$ cat src/rtl/k2_pkg.sv
// Shared types and constants for the K2 program loader.
// Frame start marker and loader FSM state encoding.
package k2_pkg;

  typedef enum logic [2:0] {
    IDLE,
    COUNT,
    LO,
    HI,
    CHECK,
    RUN,
    ERROR
  } loader_state_t;

  localparam logic [7:0] LOADER_START_BYTE = 8'hA5;

  function automatic logic is_loading(loader_state_t s);
    return (s == IDLE) || (s == COUNT) || (s == LO) ||
           (s == HI) || (s == CHECK);
  endfunction

endpackage

$ cat src/rtl/k2_instr_mem.sv
// Instruction store: one synchronous write port, async read.
// Whole array clears on rst_n so a reset never leaves a stale program.
module k2_instr_mem #(
  parameter int INST_W = 10,
  parameter int ADDR_W = 4
) (
  input  logic              clk,
  input  logic              rst_n,
  input  logic              we,
  input  logic [ADDR_W-1:0] waddr,
  input  logic [INST_W-1:0] wdata,
  input  logic [ADDR_W-1:0] raddr,
  output logic [INST_W-1:0] rdata
);

  localparam int DEPTH = 2 ** ADDR_W;

  logic [INST_W-1:0] mem [DEPTH];

  always_ff @(posedge clk or negedge rst_n) begin
    if (!rst_n) begin
      mem <= '{default: '0};
    end else if (we) begin
      mem[waddr] <= wdata;
    end
  end

  assign rdata = mem[raddr];

endmodule

$ cat src/rtl/k2_program_loader.sv
// UART boot loader for K2: parses A5/N/{lo,hi}*N/CHK frames into
// the instruction store and holds the CPU in reset until the checksum matches.
module k2_program_loader
  import k2_pkg::*;
#(
  parameter int INST_W  = 10,
  parameter int ADDR_W  = 4,
  parameter int TIMEOUT = 1000000
) (
  input  logic              clk,
  input  logic              rst_n,
  input  logic              rx_valid,
  input  logic [7:0]        rx_data,
  input  logic              rx_correct,
  input  logic              load_req,
  input  logic [ADDR_W-1:0] ProgramAddress,
  output logic [INST_W-1:0] instruction_data,
  output logic              cpu_rst_n,
  output logic              loading,
  output logic              load_error
);

  localparam int DEPTH = 2 ** ADDR_W;
  localparam int TW    = (TIMEOUT > 2) ? $clog2(TIMEOUT) : 2;
  localparam int NW    = ADDR_W + 1;

  loader_state_t     state, nxt;
  logic [ADDR_W-1:0] addr_q;
  logic [NW-1:0]     n_q;
  logic [7:0]        xor_q;
  logic [7:0]        lo_q;
  logic [TW-1:0]     tmo_q;
  logic              acc;
  logic              last;
  logic              active;
  logic              we;
  logic [INST_W-1:0] wdata;

  assign acc    = !load_req && rx_valid && rx_correct;
  assign last   = ({1'b0, addr_q} == n_q - NW'(1));
  assign active = is_loading(state) && (state != IDLE);
  assign we     = acc && (state == HI);
  assign wdata  = INST_W'({rx_data[1:0], lo_q});

  always_comb begin
    nxt = state;
    if (load_req) begin
      nxt = IDLE;
    end else if (rx_valid) begin
      unique case (state)
        IDLE: begin
          if (rx_correct && rx_data == LOADER_START_BYTE)
            nxt = COUNT;
        end
        COUNT: begin
          if (!rx_correct || rx_data == 8'd0 ||
              rx_data > 8'(DEPTH))
            nxt = ERROR;
          else
            nxt = LO;
        end
        LO:    nxt = rx_correct ? HI : ERROR;
        HI:    nxt = !rx_correct ? ERROR : (last ? CHECK : LO);
        CHECK: nxt = (rx_correct && rx_data == xor_q) ? RUN : ERROR;
        RUN, ERROR: nxt = state;
        default: nxt = ERROR;
      endcase
    end else if (active && tmo_q == TW'(TIMEOUT - 1)) begin
      nxt = ERROR;
    end
  end

  always_ff @(posedge clk or negedge rst_n) begin
    if (!rst_n) begin
      state      <= IDLE;
      addr_q     <= '0;
      n_q        <= '0;
      xor_q      <= '0;
      lo_q       <= '0;
      tmo_q      <= '0;
      cpu_rst_n  <= 1'b0;
      loading    <= 1'b1;
      load_error <= 1'b0;
    end else begin
      state      <= nxt;
      cpu_rst_n  <= (nxt == RUN);
      loading    <= is_loading(nxt);
      load_error <= (nxt == ERROR);
      if (nxt != state || rx_valid || !active)
        tmo_q <= '0;
      else
        tmo_q <= tmo_q + TW'(1);
      if (acc) begin
        unique case (state)
          COUNT: begin
            n_q    <= rx_data[NW-1:0];
            addr_q <= '0;
            xor_q  <= '0;
          end
          LO: begin
            lo_q  <= rx_data;
            xor_q <= xor_q ^ rx_data;
          end
          HI: begin
            xor_q <= xor_q ^ rx_data;
            if (!last)
              addr_q <= addr_q + ADDR_W'(1);
          end
          default: ;
        endcase
      end
    end
  end

  k2_instr_mem #(
    .INST_W(INST_W),
    .ADDR_W(ADDR_W)
  ) u_mem (
    .clk  (clk),
    .rst_n(rst_n),
    .we   (we),
    .waddr(addr_q),
    .wdata(wdata),
    .raddr(ProgramAddress),
    .rdata(instruction_data)
  );

endmodule

$ cat config.mk
export PLATFORM = sky130hd
export DESIGN_NAME = k2_program_loader
export DESIGN_NICKNAME = d
export VERILOG_FILES = /design/src/rtl/k2_pkg.sv /design/src/rtl/k2_instr_mem.sv /design/src/rtl/k2_program_loader.sv
export SDC_FILE = /design/constraint.sdc
export NUM_CORES = 1
export LEC_CHECK = 0
export CORE_MARGIN = 10
export CORE_UTILIZATION = 45
export CTS_BUF_LIST = sky130_fd_sc_hd__clkbuf_8
export DETAILED_ROUTE_END_ITERATION = 12
export PLACE_DENSITY = 0.71
export SYNTH_ARGS = -nofsm -noshare
export SYNTH_HDL_FRONTEND = slang
export SYNTH_SLANG_ARGS = --single-unit
$ cat constraint.sdc
create_clock -name clk -period 3.25 [get_ports clk]
set_input_delay 0.8125 -clock clk [delete_from_list [all_inputs] [get_ports clk]]
set_output_delay 0.8125 -clock clk [all_outputs]
set_load 0.005 [all_outputs]
==> impl_metrics.tcl <==
set metrics [dict create \
    syn-num-nets 725 \
    die_area_mm2 0.0285 \
    syn_area_per_cell_um2 14.2 \
    dp_hpwl_um 14900 \
    end_kind "output port" \
    synth_edf_count 0 \
    via_per_inst 5.81 \
    start_kind "input pin" \
    setup_ws_ns 0.0390 \
    grt_antenna_before_repair 0 \
    pre_cts_ws_ns -0.295 \
    status "finished clean" \
    gr-total-overflow 0 \
    power_frac_comb_pct 8.5 \
    synth_area_mm2 0.00996 \
    critPathKind "input pin to output port" \
    n_antenna_cell 0 \
    cellInternalPower_w 0.00423 \
    cts_num_sinks 211 \
    critPathArrivalTime_ns 2.40 \
    postCtsSetupBuffers 0 \
    finalSetupViolCount 0 \
    grt_pass1_wl_um 37700 \
    required_ns 2.44 \
    yosysTopAreaCell "dfrtp_1" \
    htreeDepth 2 \
    ff2ff_path_depth 6 \
    wl_per_cell_um 22.2 \
    track_usage_pct 16.5 \
    reg2reg_setup_slack_ns 0.87 \
    yosysMostFrequentCell "dfrtp_1" \
    row_count 54 \
    powerDensity_mw_per_mm2 505 \
    rsz0062_at_grt "no" \
    power_w 0.00581 \
    syn_inst 702 \
    drt-initial-drc-count 412 \
    cts_made_buffers 36 \
    netlist_top_cells_count "dfrtp_1 (210), mux2_2 (160), mux4_2 (50)" \
    max_cap_violations 0 \
    clockBufferDepth 3 \
    timing.final.crit_share_pct 98.8 \
    fin_skew_ns 0.0261 \
    die_y_um 169 \
    ys_warn_count 0 \
    swShare_pct 27.2 \
    core-area_mm2 0.0218 \
    p_sw_w 0.00158 \
    gp_congestion 0.818 \
    yosysTopAreaCellShare_pct 52.8 \
    synthFlopType "dfrtp_1" \
    areaGrowthSynthToFinish_pct 15.5 \
    io_pins 30 \
    initial_core_util_pct 45.6 \
    dr.pass1.iters 4 \
    drc_errors 0 \
    relSlewSlack_pct 57.9 \
    clock_power_share_pct 40.9 \
    vias 6165 \
    min_path_type "input pin to asynchronous set/reset pin" \
    grt_pass1_vias 6693 \
    timing.fmax_ghz 0.311 \
    clk_latency_ns 0.55 \
    async_reset_ff_share_pct 100 \
    grt_max_degree 71 \
    period_needed_ns 3.21 \
    ant_nets 0 \
    yosysSeqAreaShare_pct 53.0 \
    wirelength_um 23600 \
    io_buffers 29 \
    final_layout_size_suffix_gt1_share_pct 40.1 \
    ir_drop_mv 0.265 \
    p_leak_nw 5.46 \
    cts_root_buf "clkbuf_8" \
    worstMarginPinSlew_ns 0.628 \
    postCtsHoldBufs 0 \
    nets 779 \
    maxSlewViolCount 0 \
    finalHoldViolCount 0 \
    synth-seq-cells 211 \
    ys_top_cells_by_area "dfrtp_1 (53%), mux2_2 (18%), mux4_2 (11%), mux2_1 (1.5%), xnor2_1 (1.3%)" \
    die_w_um 169 \
    ys_types 51 \
    tritoncts "yes" \
    cp_max_fo 11 \
    path_clk_slew_ns 0.06 \
    seqPwrFrac_pct 50.6 \
]
## state kept, by name, indices dropped and copies added, names as in the netlist
| signal | flops |
|---|---|
| n_q | 5 |
| load_error | 1 |
| xor_q | 8 |
| addr_q | 4 |
| loading | 1 |
| lo_q | 8 |
| cpu_rst_n | 1 |
| state | 3 |
| u_mem.mem | 160 |
| tmo_q | 20 |
## cells in the final DEF (no fill, tap or decap), types with 5 or more instances in the layout
master,count
ha_1,6
dfrtp_1,210
mux2_2,160
clkbuf_8,46
clkinv_2,7
a21oi_1,9
inv_1,17
nand2_1,22
xor2_1,13
clkdlybuf4s50_1,16
nand2b_1,8
mux2_1,13
nand2_2,12
and3_1,7
nand4_1,6
buf_4,11
dlygate4sd2_1,6
nor3b_1,5
xnor2_1,15
buf_12,9
nand3_1,13
o21ai_0,15
nor3_1,7
nor2_1,25
mux4_2,50
nor2b_1,8
nand3_2,5
and2_1,9
## power by group through the flow
stage,combinational (W),sequential (W),clock (W)
2_1_floorplan,0.000373,0.00285,0
3_3_place_gp,0.000452,0.00296,0
3_5_place_dp,0.000485,0.00298,0
4_1_cts,0.000503,0.00294,0.00242
5_1_grt,0.000549,0.00297,0.00253
6_report,0.000496,0.00294,0.00238
## worst max-delay path: stages
cell	delay, ns
buf_12	0.13
buf_16	0.17
mux4_2	0.51
mux4_2	0.48
dlygate4sd2_1	0.29
## layout make-up
class	instances	area, um^2
Timing Repair Buffer	51	617
Tap cell	280	350
Sequential cell	211	5280
Fill cell	1766	10300
Inverter	10	37.5
Clock inverter	18	104
Multi-Input combinational cell	446	4500
Clock buffer	45	619
## logic make-up (layout without fill, tap and decap cells)
family | count (synthesis) | after routing | synth area share [%]
muxes | 224 | 224 | 31.0
AOI/OAI and AO/OA | 40 | 40 | 2.54
buffers and inverters | 45 | 124 | 1.83
and+or+nand+nor | 148 | 148 | 8.42
adders and majority gates | 6 | 6 | 0.754
xor gates and xnor gates | 28 | 28 | 2.46
DFF | 211 | 211 | 53.0
## layer usage
layer / vias up / GRT usage (%) / part of all wire [%]
met5: - / 0 / 0
met4: 0 / 4.24 / 1.5
met3: 33 / 2.64 / 3.7
met2: 150 / 28.9 / 53
met1: 3280 / 20.8 / 42
li1: 2702 / - / -
## per-stage QoR
stage	area [um^2]	instances	util (%)	TNS [ns]	hold slack (ns)
after floorplan	9960	702	-	0	0.459
after global placement	10700	995	49.0	-2.42	0.473
after detailed placement	10700	995	49.0	-2.63	0.480
after CTS	11500	1061	52.7	0	0.264
after global routing	11500	1061	52.7	0	0.280
final	11500	1061	52.7	0	0.260
## path summary, 6_finish.rpt
| kind | start | end |
|---|---|---|
| worst max-delay path | ProgramAddress[0] | instruction_data[5] |
| worst min-delay path | rst_n | u_mem.mem[11] |
| worst max register to register | state[0] | u_mem.mem[88] |
| worst min register to register | u_mem.mem[83] | u_mem.mem[83] |
| max in group asynchronous | rst_n | loading |
| min in group clk | u_mem.mem[83] | u_mem.mem[83] |
## timing repair
| item | in CTS | in global routing |
|---|---|---|
| resized for setup | 19 | 2 |
| setup endpoints to repair | 10 | 2 |
| cloned | 3 | 0 |
| hold endpoints to repair | 0 | 0 |
(Power assumes the default switching activity.)
